File: src/rtl/fir_coeff_packer.sv
`default_nettype none
// ============================================================================
// Module   : fir_coeff_packer
// Purpose  : Collects NB_TAPS narrow coefficients, one per stream handshake,
//            into a single wide vector and presents it on the h stream that
//            feeds fir_datapath. Coefficient k of a vector lands in lane k.
// Revision : 1.0 - initial release
// ============================================================================
module fir_coeff_packer #(
  parameter int DATA_WIDTH = 16,
  parameter int NB_TAPS    = 50,
  parameter int CNT_WIDTH  = 16
) (
  input  logic                             clk_i,
  input  logic                             rst_ni,
  input  logic                             clear_i,
  input  logic                             enable_i,
  // narrow coefficient sink stream
  input  logic [DATA_WIDTH-1:0]            coeff_data_i,
  input  logic [DATA_WIDTH/8-1:0]          coeff_strb_i,
  input  logic                             coeff_valid_i,
  output logic                             coeff_ready_o,
  // packed coefficient source stream
  output logic [DATA_WIDTH*NB_TAPS-1:0]    h_data_o,
  output logic [DATA_WIDTH*NB_TAPS/8-1:0]  h_strb_o,
  output logic                             h_valid_o,
  input  logic                             h_ready_i,
  // status
  output logic                             busy_o,
  output logic [CNT_WIDTH-1:0]             nb_vectors_o
);

  localparam int c_STRB_W = DATA_WIDTH / 8;
  localparam int c_CNT_W  = (NB_TAPS > 1) ? $clog2(NB_TAPS) : 1;
  localparam logic [c_CNT_W-1:0] c_LAST_SLOT = c_CNT_W'(NB_TAPS - 1);

  typedef enum logic [0:0] {
    ST_FILL = 1'b0,
    ST_FULL = 1'b1
  } state_t;

  state_t               r_state;
  logic [c_CNT_W-1:0]   r_cnt;
  logic                 r_h_valid;
  logic                 r_busy;
  logic [CNT_WIDTH-1:0] r_nb_vectors;

  logic                 w_coeff_ready;
  logic                 w_accept;

  // While FULL, a new coefficient may enter only if the held vector leaves
  // in the same cycle, hence the combinational path from h_ready_i.
  assign w_coeff_ready = enable_i & ~clear_i & ((r_state == ST_FILL) | h_ready_i);
  assign w_accept      = coeff_valid_i & w_coeff_ready;

  assign coeff_ready_o = w_coeff_ready;
  assign h_valid_o     = r_h_valid;
  assign busy_o        = r_busy;
  assign nb_vectors_o  = r_nb_vectors;

  // Control FSM: slot counter, output valid, busy flag and vector counter.
  always_ff @(posedge clk_i or negedge rst_ni) begin
    if (!rst_ni) begin
      r_state      <= ST_FILL;
      r_cnt        <= '0;
      r_h_valid    <= 1'b0;
      r_busy       <= 1'b0;
      r_nb_vectors <= '0;
    end else if (clear_i) begin
      // Soft clear discards any partial or pending vector, even one that
      // would have handshaken this cycle.
      r_state      <= ST_FILL;
      r_cnt        <= '0;
      r_h_valid    <= 1'b0;
      r_busy       <= 1'b0;
      r_nb_vectors <= '0;
    end else begin
      case (r_state)
        ST_FILL: begin
          if (w_accept) begin
            r_busy <= 1'b1;
            if (r_cnt == c_LAST_SLOT) begin
              r_cnt     <= '0;
              r_state   <= ST_FULL;
              r_h_valid <= 1'b1;
            end else begin
              r_cnt <= r_cnt + 1'b1;
            end
          end
        end
        ST_FULL: begin
          // Valid is held until the consumer takes the vector, regardless
          // of enable_i.
          if (h_ready_i) begin
            r_nb_vectors <= r_nb_vectors + 1'b1;
            r_state      <= ST_FILL;
            r_h_valid    <= 1'b0;
            if (w_accept) begin
              r_cnt  <= c_CNT_W'(1);
              r_busy <= 1'b1;
            end else begin
              r_cnt  <= '0;
              r_busy <= 1'b0;
            end
          end
        end
        default: begin
          r_state   <= ST_FILL;
          r_cnt     <= '0;
          r_h_valid <= 1'b0;
          r_busy    <= 1'b0;
        end
      endcase
    end
  end

  // One storage lane per tap. r_cnt is zero whenever the FSM is FULL, so a
  // coefficient taken during the output handshake lands in lane 0. Lanes of
  // an earlier vector are left in place; h_valid_o low masks them.
  for (genvar k = 0; k < NB_TAPS; k++) begin : g_slot
    logic [DATA_WIDTH-1:0] r_slot_data;
    logic [c_STRB_W-1:0]   r_slot_strb;
    logic                  w_slot_we;

    assign w_slot_we = w_accept & (r_cnt == c_CNT_W'(k));

    // Capture the coefficient addressed to this lane.
    always_ff @(posedge clk_i or negedge rst_ni) begin
      if (!rst_ni) begin
        r_slot_data <= '0;
        r_slot_strb <= '0;
      end else if (clear_i) begin
        r_slot_data <= '0;
        r_slot_strb <= '0;
      end else if (w_slot_we) begin
        r_slot_data <= coeff_data_i;
        r_slot_strb <= coeff_strb_i;
      end
    end

    assign h_data_o[k*DATA_WIDTH +: DATA_WIDTH] = r_slot_data;
    assign h_strb_o[k*c_STRB_W   +: c_STRB_W]   = r_slot_strb;
  end

endmodule
`default_nettype wire

File: config.mk
export PLATFORM = sky130hd
export DESIGN_NAME = fir_coeff_packer
export DESIGN_NICKNAME = d
export VERILOG_FILES = /design/src/rtl/fir_coeff_packer.sv
export SDC_FILE = /design/constraint.sdc
export NUM_CORES = 1
export LEC_CHECK = 0
export BUFFER_PORTS_ARGS = -buffer_cell sky130_fd_sc_hd__buf_2
export CAP_MARGIN = 20
export CORE_AREA = 2 2 364 366
export DETAILED_ROUTE_END_ITERATION = 6
export DIE_AREA = 0 0 366 368
export GPL_TIMING_DRIVEN = 0
export PLACE_DENSITY_LB_ADDON = 0.08
export SETUP_SLACK_MARGIN = 0.2
export SLEW_MARGIN = 20
export SYNTH_ARGS = -nofsm -noshare
export SYNTH_HDL_FRONTEND = slang
export SYNTH_SLANG_ARGS = --single-unit
export TNS_END_PERCENT = 5
File: constraint.sdc
create_clock -name clk_i -period 2.4 [get_ports clk_i]
set_clock_uncertainty 0.1 [all_clocks]
set_input_delay 0.72 -clock clk_i [delete_from_list [all_inputs] [get_ports clk_i]]
set_output_delay 0.72 -clock clk_i [all_outputs]
set_load 0.01 [all_outputs]
* After elaboration in Yosys (flattened, before gate mapping)
Cells that the tools add are included.
Widths: inputs -> output; s select.
** Word-level totals
- Flip-flop bits (word level) :: 925
- RAM bits :: 0
- Bits in read-only memories :: 0
- Input bits :: 24
- Memories :: 0
- Logic and storage cells :: 495
- Latch bits :: 0
** Operators by class
- Add/subtract/negate cells :: 2
- Multipliers :: 0
- Equality and inequality tests :: 52
- Mux-type cells :: 224
- Bitwise operators :: 56
- Shift operators :: 0
- Order comparisons :: 0
- Reductions and logical operators :: 56
- Divide/modulo/power cells :: 0
** Operators by type and width (number)
- $mux 16 :: 103
- $mux 2 :: 100
- $eq 6x6->1 const B :: 18
- $reduce_bool 2->1 :: 52
- $eq 6x5->1 const B :: 16
- $and 1x1->1 :: 53
- $eq 6x4->1 const B :: 8
- $eq 6x3->1 const B :: 4
- $mux 6 :: 4
- $add 16x1->16 const B :: 1
- $mux 1 :: 13
- $eq 6x2->1 const B :: 2
- $pmux 6 s2 :: 1
- $add 6x1->6 const B :: 1
- $eq 6x1->1 const B :: 1
- $logic_not 6->1 :: 1
- $ne 3x3->1 const B :: 2
- $pmux 1 s2 :: 3
- $reduce_and 2->1 :: 2
- $ne 3x2->1 const B :: 1
- $reduce_and 3->1 :: 1
- $not 1->1 :: 2
- $or 1x1->1 :: 1

* Depth between registers and ports, before layout
Gate-level depths: netlist of run 1.
- Depth in word-level cells :: 8
- Mapped depth :: 9
- Gate-level depth less buffers :: 6

* Least setup slack after synthesis of run 1
OpenSTA, ideal clock, no wires.
- Kind :: input port to flip-flop
- Start point :: input port clear_i
- End point :: register g_slot[33].r_slot_data[10]
- Stages :: 7
- Path buffers :: 3
- Slack :: -36 ps
- Arrival time :: 2200 ps
- Cell sequence :: or4b_1 -> buf_4 -> or4_1 -> buf_2 -> buf_6 -> nand2_1 -> a21oi_1
** On the way
- Word-level cells in the longest chain between the ends :: 6
- Elaborated cells between the ends (all ways) :: 7
- Those cells by class :: mux: 1; bitwise: 5; reduce/logical: 1
** Ends and longest elaborated chain
- from (decl) :: RTL line 16 : input logic clear_i,
- $not 1->1 :: RTL line 53 : assign w_coeff_ready = enable_i & ~clear_i & ((r_state == ST_FILL) | h_ready_i);
- $and 1x1->1 (2 in a row) :: RTL line 53
- $and 1x1->1 :: RTL line 54 : assign w_accept = coeff_valid_i & w_coeff_ready;
- $and 1x1->1 :: RTL line 125 : assign w_slot_we = w_accept & (r_cnt == c_CNT_W'(k));
- $reduce_bool 2->1 (no line)
- to (signal assigned) :: RTL line 136 : r_slot_data <= coeff_data_i;
- to (decl) :: RTL line 121 : logic [DATA_WIDTH-1:0] r_slot_data;
Parallel ways exist; a longest one is shown, timed or not.
A chain may end at the register's enable or synchronous reset.

* Final worst setup path of run 1
- Start point :: input port clear_i
- End point :: output port coeff_ready_o
** On the way
- Word-level cells in the longest chain between the ends :: 3
** Ends and longest elaborated chain
- $not 1->1 :: RTL line 53
- $and 1x1->1 (2 in a row) :: RTL line 53
- to (decl) :: RTL line 22 : output logic coeff_ready_o,
Every way passes these cells.

==> run summary, run 1 <==
Post-synth EDFFs - 0
Hold WS - -195.8 ps
peak supply drop - 500.4 uV
Yosys cell types - 50
FF+latch count, synth - 925
Ports - 943
maximum fanout along the worst path - 10
mux cell area share after synthesis - 5.117%
Psw - 8.798 mW
largest net degree at the start of global routing - 126
YS warnings - 0
router iterations before antenna repair - 6
Comb power frac - 5.2%
Worst-Skew Late Latency - 740 ps
Syn Std Cell Area - 38730 um2
clock share of power - 49.8%
GRT Residual Overflow - 0
Tcrit/Tclk final - 115.3%
Synth-to-Final Area Change - 35.36%
gpl congestion - 0.8232
Max Fclk - 0.3614 GHz
Crit path required time - 1580 ps
share of cells above drive strength 1 - 31.78%
H-tree depth - 3
Antenna Nets Post-Route - 0
Via Count - 34360
Max Cap Viol - 0
Final Max Slew Viols - 0
drt wl/cell - 27.03 um
die area - 134700 um2
register area share after synthesis - 59.77%
critical path arrival - 1950 ps
outcome - finished, violations left
Fin. Hold Viols - 86
compound-cell area share of the yosys netlist - 9.573%
worst slew pin tran - 1179 ps
initial antenna violation count - 13
max_slew headroom - 21.39%
# fillers - 13520
fin cells - 7057
Synth area leaders - dfrtp_1 60%, nand2_1 14%, a21oi_1 9.3%, mux2i_1 5.1%, clkbuf_1 2.1%
critical path launch point type - primary input
met2 WL post-DR - 91.77 mm
Placement Setup Slack - -1213 ps
DP Cell Count - 6736
pwr dens - 662.7 nW/um2
worst setup margin - -366.9 ps
register clock-pin slew on the reported worst setup and hold paths - 60 ps
final wirelength - 190.8 mm
most frequent cell after synthesis - nand2_1
RSZ-0062 raised after global routing - yes
nets - 5235
CTS Sinks - 925
Inserted Clock Buffers - 109
combinational family with the most area after synthesis - simple AND/OR/NAND/NOR gates
met1 WL - 78.47 mm
Synth top area share - 59.77%
critical path class - primary input to output pin
Pleak - 25.61 nW
endpoint type of the worst setup path - output pin
number of cell rows - 133
Root Buffer - clkbuf_16
CTS tree - done
Synth Area in Adders - 0.1615%
Core Region - 130800 um2
switching part of the total power - 25.33%
min cycle time layout - 2767 ps
Commonest cells post-synth - 1416 x nand2_1, 925 x dfrtp_1, 716 x a21oi_1, 216 x clkbuf_1, 208 x nor2_1
Reg power frac - 45.0%
routed wl met3 - 13.49 mm
Initial Util - 29.61%
final setup vio count - 121
first-pass GRT wire length - 266.6 mm
Die X-Extent - 366 um
Synth Flop Type - dfrtp_1
Post-Syn Nets - 4078
HPWL after DPL - 136.0 mm
Post-Synthesis Cells - 4049
DRC viols - 0
failing checks - hold timing, setup timing
die height - 368 um
FFs w/ async S/R, synth - 100.0%
global-route usage over all layers - 27.43%
Setup TNS - -4467 ps
Clock Path Buffers - 3
vias in the first global route - 33880
HP Class - primary input to asynchronous set/reset pin
DR iter-0 viols - 2368
Avg Synthesized Cell Area - 9.565 um2
uppermost layer routed - met5
simple-gate portion of the synthesized area - 20.14%
IO buf count - 924
Synth area leader - dfrtp_1
Internal Power - 25.94 mW
Synth Area in XOR/XNOR - 0.1809%
vias per cell - 4.868
[per-stage QoR]
step / hold slack, ps / instance area (um2) / total power [mW] / utilization [%]
finish: -195.8 / 52420 / 34.74 / 40.08
global route: -202.3 / 52420 / 35.84 / 40.07
CTS: -211.7 / 50820 / 35.08 / 38.85
detailed placement: 375.3 / 45850 / 17.63 / 35.05
global placement: 368.6 / 45610 / 17.61 / 34.87
floorplan: 324.4 / 38780 / 16.51 / -
[final cells by class]
type / count / area, um2 / share of cell area [%]
Clock buffer: 169 / 3263 / 6.225
Buffer: 386 / 2638 / 5.031
Clock inverter: 31 / 426.7 / 0.8139
Timing Repair Buffer: 1046 / 6075 / 11.59
Inverter: 5 / 23.77 / 0.04535
Antenna cell: 7 / 17.52 / 0.03341
Multi-Input combinational cell: 2733 / 14630 / 27.92
Sequential cell: 925 / 23150 / 44.16
Tap cell: 1755 / 2196 / 4.189
[metal layers]
layer,GRT usage (%),vias up
met5,0,-
met4,8.959,4
met3,7.883,252
met2,45.43,1036
met1,34.34,17510
li1,-,15550
[sequential cells by signal, summed over array words and instances, names as in the netlist]
signal	count
busy_o	1
g_slot.r_slot_data	800
g_slot.r_slot_strb	100
h_valid_o	1
nb_vectors_o	16
r_cnt	6
r_state	1
[final timing paths]
path	cells past startpoint	startpoint	slack, ps	end
worst max register to register	9	r_state	-80	g_slot[17].r_slot_data[12]
worst min-delay path	1	rst_ni	-200	g_slot[36].r_slot_data[11]
max in group asynchronous	4	rst_ni	30	g_slot[21].r_slot_data[0]
worst max-delay path	6	clear_i	-370	coeff_ready_o
min in group clk_i	3	h_ready_i	210	nb_vectors_o[1]
worst min register to register	2	busy_o	380	busy_o
[power by group through the flow]
stage               registers, mW  logic [mW]  clock network (mW)
CTS                          15.6        1.81                17.6
floorplan                    15.9       0.580                   0
detailed placement           15.9        1.71                   0
global placement             15.9        1.67                   0
finish                       15.6        1.81                17.3
global route                 15.6        1.95                18.3
[layout by cell type (no fill, tap or decap), types with 14 or more instances in the layout]
cell	Yosys	layout
mux2i_1	198	198
clkbuf_1	216	212
o21ai_0	14	14
or4_1	28	17
buf_2	70	956
a21oi_2	0	122
buf_8	0	22
nand2_4	0	28
clkbuf_8	0	39
nor4_4	38	40
clkbuf_2	0	14
clkbuf_16	0	117
buf_12	0	16
clkinv_2	0	14
or4_4	3	14
nor2_1	208	207
nand4_1	20	20
dfrtp_1	925	923
buf_6	28	95
nand2_2	0	47
buf_4	52	92
buf_1	20	15
a21oi_1	716	594
nand2_1	1416	1341
[cells by family (layout without fill, tap and decap cells)]
logic type / after synthesis / after routing
AO/OA/AOI/OAI: 737 / 737
AND/OR/NAND/NOR: 1785 / 1785
other: 0 / 7
flip-flops: 925 / 925
adder cells (fa/ha/maj): 5 / 5
XOR/XNOR: 8 / 8
buffers and inverters: 391 / 1637
multiplexers: 198 / 198
[critical path, cell delays in order]
cell and delay [ps]:
buf_2 160, clkbuf_4 230, clkbuf_8 240, clkbuf_8 220, nor3b_4 210, buf_6 160
[repair_timing]
action	CTS	global route
cloned	3	10
pin swaps	86	100
setup buffers	54	46
hold endpoints to repair	86	86
setup endpoints to repair	1067	1003
resized for setup	239	288
(Power assumes the default switching activity.)
==> run 2, diff against run 1 <==
--- a/config.mk
+++ b/config.mk
@@ -10,8 +10,8 @@
 export CORE_AREA = 2 2 364 366
 export DETAILED_ROUTE_END_ITERATION = 6
 export DIE_AREA = 0 0 366 368
-export GPL_TIMING_DRIVEN = 0
-export PLACE_DENSITY_LB_ADDON = 0.08
+export GPL_TIMING_DRIVEN = 1
+export PLACE_DENSITY = 0.52
 export SETUP_SLACK_MARGIN = 0.2
 export SLEW_MARGIN = 20
 export SYNTH_ARGS = -nofsm -noshare
==> run 2 against run 1 <==
  * The run ends with setup timing left
  * Count of clock-buffer cells in the layout shrank 23
  * Die area is the same
  * Register-to-register slack gained 20 ps
  * First-iteration DRC count grew 26%
  * Sequential power is essentially flat
  * Utilization grew 0.64 points
  * Worst setup slack gained 150 ps
  * Clock power shrank 3%
  * Routed wire length shrank 13%
  * Final area grew 1.6%
  * Non-clock buffer count shrank 183
  * Highest routed layer is now met4
==> run summary, run 2 (synthesis results as in run 1) <==
Largest register FFs - 800 (unchanged)
flop2flop setup slack - -60 ps (+20 ps)
Ports - 943 (unchanged)
nets - 5049 (-3.6%)
Clock Path Buffers - 3 (unchanged)
endpoint type of the worst setup path - output pin
peak supply drop - 576.2 uV (+15%)
critical path class - flop to output pin
GRT Residual Overflow - 0 (unchanged)
Worst-Skew Late Latency - 710 ps (-30 ps)
maximum fanout along the worst path - 2 (-8)
placed cell area - 47160 um2 (+2.8%)
RSZ-0062 raised after global routing - yes
Via Count - 33750 (-1.8%)
DRC viols - 0 (unchanged)
IO buf count - 942 (+1.9%)
gpl congestion - 0.8078 (-1.9%)
drt wl/cell - 24.26 um (-10%)
Initial Util - 29.61% (unchanged)
most frequent cells in the layout - 1272 x nand2_1, 921 x dfrtp_1, 919 x buf_2
DR iter-0 viols - 2994 (+26%)
crit-path cells - nor2b_4 > buf_12 > nor3b_4 > buf_6 > buf_6
register clock-pin slew on the reported worst setup and hold paths - 60 ps (about the same)
Hold WS - 266.5 ps (+462.3 ps)
max_slew headroom - 35.22% (+14 points)
Tcrit/Tclk final - 109.1% (-6.2 points)
vias in the first global route - 32590 (-3.8%)
initial antenna violation count - 5 (-8)
worst setup margin - -218.3 ps (+148.6 ps)
# fillers - 13050 (-3.5%)
CTS tree - done
first-pass GRT wire length - 236.0 mm (-12%)
outcome - finished, violations left
Biggest register - g_slot.r_slot_data
Crit path required time - 1580 ps (about the same)
pwr dens - 643.1 nW/um2 (-2.9%)
Pleak - 26.03 nW (+1.6%)
H-tree depth - 3 (unchanged)
critical path launch point type - flop
HP Class - primary input to flop
largest net degree at the start of global routing - 175 (+39%)
Most common cell on crit path - buf_6
final instance area - 53260 um2 (+1.6%)
Fin. Hold Viols - 0 (-100%)
critical path arrival - 1800 ps (-150 ps)
router iterations before antenna repair - 6 (unchanged)
Antenna Nets Post-Route - 0 (unchanged)
worst slew pin tran - 971.7 ps (-207.5 ps)
global-route usage over all layers - 23.47% (-4.0 points)
HPWL after DPL - 104.7 mm (-23%)
Root Buffer - clkbuf_16
Core Region - 130800 um2 (unchanged)
Final Max Slew Viols - 0 (unchanged)
final wirelength - 166.4 mm (-13%)
failing checks - setup timing
Die X-Extent - 366 um (unchanged)
final setup vio count - 61 (-50%)
most common cell after layout, fill and taps aside - nand2_1
Synth-to-Final Area Change - 37.53%
Worst path max stage delay - 380 ps (+140 ps)
Inserted Clock Buffers - 103 (-5.5%)
vias per cell - 4.921 (+1.1%)
number of cell rows - 133 (unchanged)
Worst path slowest cell - dfrtp_1
share of cells above drive strength 1 - 34.40% (+2.6 points)
CTS Sinks - 925 (unchanged)
die area - 134700 um2 (unchanged)
min cycle time layout - 2618 ps (-148.5 ps)
Max Fclk - 0.3819 GHz (+5.7%)
die height - 368 um (unchanged)
Max Cap Viol - 0 (unchanged)
[run 2: changes by cell type in the layout (fill, tap and decap cells not counted), sizes merged]
cell         before   now
clkbuf          394   162
buf            1207  1232
clkinv           20    27
clkinvlp          2     3
or4              31    34
bufinv            6     8
diode             7     1
dlygate4sd3       0     1
[run 2: timing repair]
action                                 4_1_cts  5_1_grt
cloned                                       7       19
hold buffers                                 1        0
pin swaps                                  159      244
endpoints found under the hold margin       13        0
setup buffers                                7       21
resized for setup                          213      246
setup endpoints to repair                  820      808
[run 2: final timing paths]
path	startpoint	to	cells past startpoint
worst min-delay path	coeff_data_i[12]	g_slot[19].r_slot_data[12]	3
min in group asynchronous	rst_ni	g_slot[20].r_slot_data[14]	2
worst max register to register	r_cnt[0]	g_slot[12].r_slot_strb[1]	9
worst min register to register	busy_o	busy_o	2
worst max-delay path	r_state	coeff_ready_o	5
max in group asynchronous	rst_ni	g_slot[43].r_slot_data[2]	3
[run 2: layer usage]
| layer | wire, um | track usage [%] | up-vias |
|---|---|---|---|
| met2 | 78870 | 37.35 | 1302 |
| met4 | 7115 | 9.623 | 0 |
| met3 | 12100 | 6.000 | 284 |
| met1 | 68290 | 30.41 | 17020 |
| met5 | 0 | 0 | - |
| li1 | - | - | 15150 |
[run 2: area by class of cell]
type / instances / area [um2] / area share (%)
flip-flops and latches: 925 / 23150 / 43.47
multi-input cells: 2736 / 15020 / 28.19
repair buffers: 1249 / 9289 / 17.44
clock buffers: 146 / 3060 / 5.746
well taps: 1755 / 2196 / 4.123
clock inverters: 41 / 529.3 / 0.9937
inverters: 5 / 18.77 / 0.03524
diodes: 1 / 2.502 / 0.004698
[run 2: worst max-delay path: cells and delay by family, from the launching register on]
kind / cells / cell delay [ps]
flip-flops: 1 / 380
AND/OR/NAND/NOR: 2 / 330
buffers and inverters: 3 / 370
[run 2: where the power goes]
| part | internal, mW | total [mW] | switching, mW | leakage (nW) |
|---|---|---|---|---|
| Combinational | 0.458 | 1.87 | 1.41 | 11.3 |
| Clock | 9.77 | 16.8 | 6.98 | 1.78 |
| Sequential | 15.6 | 15.6 | 0.0189 | 12.9 |
| Total | 25.8 | 34.3 | 8.41 | 26.0 |
[run 2: metrics by stage]
| stage | utilization, % | power, mW | worst slack, ps | instances | setup TNS (ps) |
|---|---|---|---|---|---|
| global placement | 36.05 | 17.67 | -216.9 | 6615 | -75310 |
| floorplan | - | 16.51 | -2.665 | 4049 | -61.16 |
| CTS | 39.58 | 34.47 | -349.3 | 6817 | -778.0 |
| detailed placement | 36.05 | 17.67 | -221.6 | 6615 | -81350 |
| global route | 40.72 | 35.30 | -347.4 | 6858 | -9709 |
| finish | 40.72 | 34.26 | -218.3 | 6858 | -1797 |
==> run 3, diff against run 2 <==
--- a/config.mk
+++ b/config.mk
@@ -5,13 +5,14 @@
 export SDC_FILE = /design/constraint.sdc
 export NUM_CORES = 1
 export LEC_CHECK = 0
+export ABC_AREA = 1
 export BUFFER_PORTS_ARGS = -buffer_cell sky130_fd_sc_hd__buf_2
 export CAP_MARGIN = 20
-export CORE_AREA = 2 2 364 366
+export CORE_AREA = 2 2 369 371
 export DETAILED_ROUTE_END_ITERATION = 6
-export DIE_AREA = 0 0 366 368
+export DIE_AREA = 0 0 371 373
 export GPL_TIMING_DRIVEN = 1
-export PLACE_DENSITY = 0.52
+export PLACE_DENSITY = 0.48
 export SETUP_SLACK_MARGIN = 0.2
 export SLEW_MARGIN = 20
 export SYNTH_ARGS = -nofsm -noshare
==> run 3 against run 2 <==
  * The flow now finishes without violations
  * Maximum frequency grew 13%
  * Worst hold slack improved by 65 ps
  * Area after synthesis fell by 9.1%
  * Via count shrank 10%
  * Critical path depth did not move
  * Global-route usage decreased by 2.2 points
  * Sequential share of layout area is 5.1 points higher
==> run summary, run 3 <==
outcome - finished clean
Ports - 943 (unchanged)
Post-synth EDFFs - 0 (unchanged)
worst slew pin tran - 647.9 ps (-323.8 ps)
most frequent cell after synthesis - dfrtp_1
min cycle time layout - 2316 ps (-302.7 ps)
register area - 23160 um2 (about the same)
Syn Std Cell Area - 35220 um2 (-9.1%)
critical path launch point type - flop
Initial Util - 26.16% (-3.4 points)
Commonest cells post-synth - 925 x dfrtp_1, 816 x nand3_1, 479 x o21ai_0, 363 x nand2_1, 361 x o21ai_1
peak supply drop - 538.0 uV (-6.6%)
CTS tree - done
initial antenna violation count - 8 (+3)
Largest register FFs - 800 (unchanged)
DR iter-0 viols - 2799 (-6.5%)
share of cells above drive strength 1 - 31.25% (-3.2 points)
Pleak - 24.42 nW (-6.2%)
FFs w/ async S/R, synth - 100.0% (unchanged)
YS warnings - 0 (unchanged)
Avg Synthesized Cell Area - 10.20 um2 (+6.7%)
vias per cell - 4.841 (-1.6%)
HP Class - primary input to flop
Via Count - 30220 (-10%)
FF-to-FF Start - r_cnt[0]
Synth top area share - 65.72% (+6.0 points)
IO buf count - 942 (unchanged)
H-tree depth - 3 (unchanged)
crit-path cells - nand2_2 > buf_6 > nand2_2 > inv_2 > buf_6
drt wl/cell - 24.48 um (+0.90%)
Worst path slowest cell - dfrtp_1
Biggest register - g_slot.r_slot_data
critical path arrival - 1500 ps (-300 ps)
first-pass GRT wire length - 217.1 mm (-8.0%)
hold wc startpoint - coeff_data_i[6]
fin cells - 6243 (-9.0%)
register area share after synthesis - 65.72% (+6.0 points)
Synth area leader - dfrtp_1
flop2flop setup slack - 320 ps (+380 ps)
largest net degree at the start of global routing - 100 (-43%)
die area - 138400 um2 (+2.7%)
vias in the first global route - 29110 (-11%)
Antenna Nets Post-Route - 0 (unchanged)
die height - 373 um (+1.4%)
# fillers - 13860 (+6.2%)
Worst-Skew Late Latency - 700 ps (about the same)
area of the multi-input gates - 10650 um2 (-29%)
Register-to-Register Path Depth - 9 (unchanged)
nets - 4401 (-13%)
pwr dens - 721.6 nW/um2 (+12%)
final instance area - 47730 um2 (-10%)
critical path class - flop to output pin
Final Max Slew Viols - 0 (unchanged)
Synth area leaders - dfrtp_1 66%, nand3_1 12%, o21ai_0 6.8%, o21ai_1 5.1%, nand2_1 3.9%
final setup vio count - 0 (-100%)
most frequent cells in the layout - 931 x buf_2, 915 x dfrtp_1, 816 x nand3_1
gpl congestion - 0.8599 (+6.4%)
Layout Utilization - 35.45% (-5.3 points)
register clock-pin slew on the reported worst setup and hold paths - 60 ps (about the same)
global-route usage over all layers - 21.31% (-2.2 points)
Synth-to-Final Area Change - 35.51%
number of cell rows - 135 (+1.5%)
Yosys cell types - 28 (-44%)
Max Cap Viol - 0 (unchanged)
FF+latch count, synth - 925 (unchanged)
Post-Synthesis Cells - 3452 (-15%)
CP Launch Point - r_state
GRT Residual Overflow - 0 (unchanged)
max_slew headroom - 56.71% (+21 points)
DRC viols - 0 (unchanged)
Clock Path Buffers - 3 (unchanged)
Synth Flop Type - dfrtp_1
maximum fanout along the worst path - 2 (unchanged)
Die X-Extent - 371 um (+1.4%)
most common cell after layout, fill and taps aside - buf_2
Worst path max stage delay - 410 ps (+30 ps)
Crit path required time - 1580 ps (about the same)
Worst Hold Depth - 3 (unchanged)
Tcrit/Tclk final - 96.48% (-13 points)
CTS Sinks - 925 (unchanged)
Root Buffer - clkbuf_16
r2r endpoint - g_slot[5].r_slot_strb[1]
CP Capture Point - coeff_ready_o
Core Region - 134600 um2 (+2.9%)
endpoint type of the worst setup path - output pin
Fin. Hold Viols - 0 (unchanged)
HPWL after DPL - 104.5 mm (-0.19%)
DP Cell Count - 6039 (-8.7%)
Power Total - 34.44 mW (+0.54%)
placed cell area - 43780 um2 (-7.2%)
Inserted Clock Buffers - 104 (+0.97%)
router iterations before antenna repair - 5 (-1)
Max Fclk - 0.4319 GHz (+13%)
Post-Syn Nets - 3481 (-15%)
final wirelength - 152.8 mm (-8.1%)
RSZ-0062 raised after global routing - yes
Setup TNS - 0 ps (+1797 ps)
## run 3: final cells by class
type | instances | share of cell area [%]
inverters | 63 | 0.5112
clock inverters | 31 | 0.7760
flip-flops and latches | 925 | 48.53
repair buffers | 1149 | 16.57
clock buffers | 161 | 6.619
multi-input cells | 2129 | 22.31
diodes | 4 | 0.02097
well taps | 1781 | 4.669
## run 3: repair_timing
| action | CTS | global route |
|---|---|---|
| endpoints found under the hold margin | 8 | 0 |
| hold buffers | 1 | 0 |
| setup buffers | 1 | 1 |
| pin swaps | 1 | 1 |
| endpoints found under the setup margin | 51 | 169 |
| cloned | 0 | 5 |
| gates resized for setup | 23 | 38 |
## run 3: power breakdown
| group | internal, mW | total [mW] | leakage, nW | switching [mW] |
|---|---|---|---|---|
| Sequential | 15.7 | 15.9 | 12.8 | 0.115 |
| Combinational | 0.582 | 2.13 | 9.86 | 1.55 |
| Clock | 9.69 | 16.4 | 1.74 | 6.76 |
## run 3: worst max-delay path: cells and delay by family (launching register included)
kind                   cells  cell delay [ps]
buffers and inverters      3              250
and+or+nand+nor            2              130
DFF                        1              410
## run 3: worst min-delay path by stage
stage	to	slack [ps]
6_report	g_slot[4].r_slot_data[6]	330
5_1_grt	g_slot[4].r_slot_data[6]	280
4_1_cts	nb_vectors_o[2]	250
3_5_place_dp	g_slot[47].r_slot_data[6]	360
3_3_place_gp	g_slot[48].r_slot_data[7]	360
2_1_floorplan	busy_o	320
## run 3: cell families after synthesis
group | count (synthesis) | synth area share, %
adders and majority gates | 5 | 0.1776
AOI/OAI and AO/OA | 851 | 12.13
and+or+nand+nor | 1271 | 16.99
DFF | 925 | 65.72
xor gates and xnor gates | 2 | 0.04974
buffers and inverters | 398 | 4.931
## run 3: per-layer routing
layer	up-vias	track usage, %	routed length, um
met5	-	0	0
met2	1153	34.29	72250
li1	13770	-	-
met4	0	7.035	4955
met3	223	5.214	11060
met1	15070	27.97	64550
## run 3: stage by stage
step / hold WS [ps] / worst slack (ps)
after floorplan: 324.4 / 226.3
after global placement: 355.3 / -70.48
after detailed placement: 355.1 / -145.8
after CTS: 248.4 / -2.766
after global routing: 279.3 / -19.46
final: 331.7 / 84.40
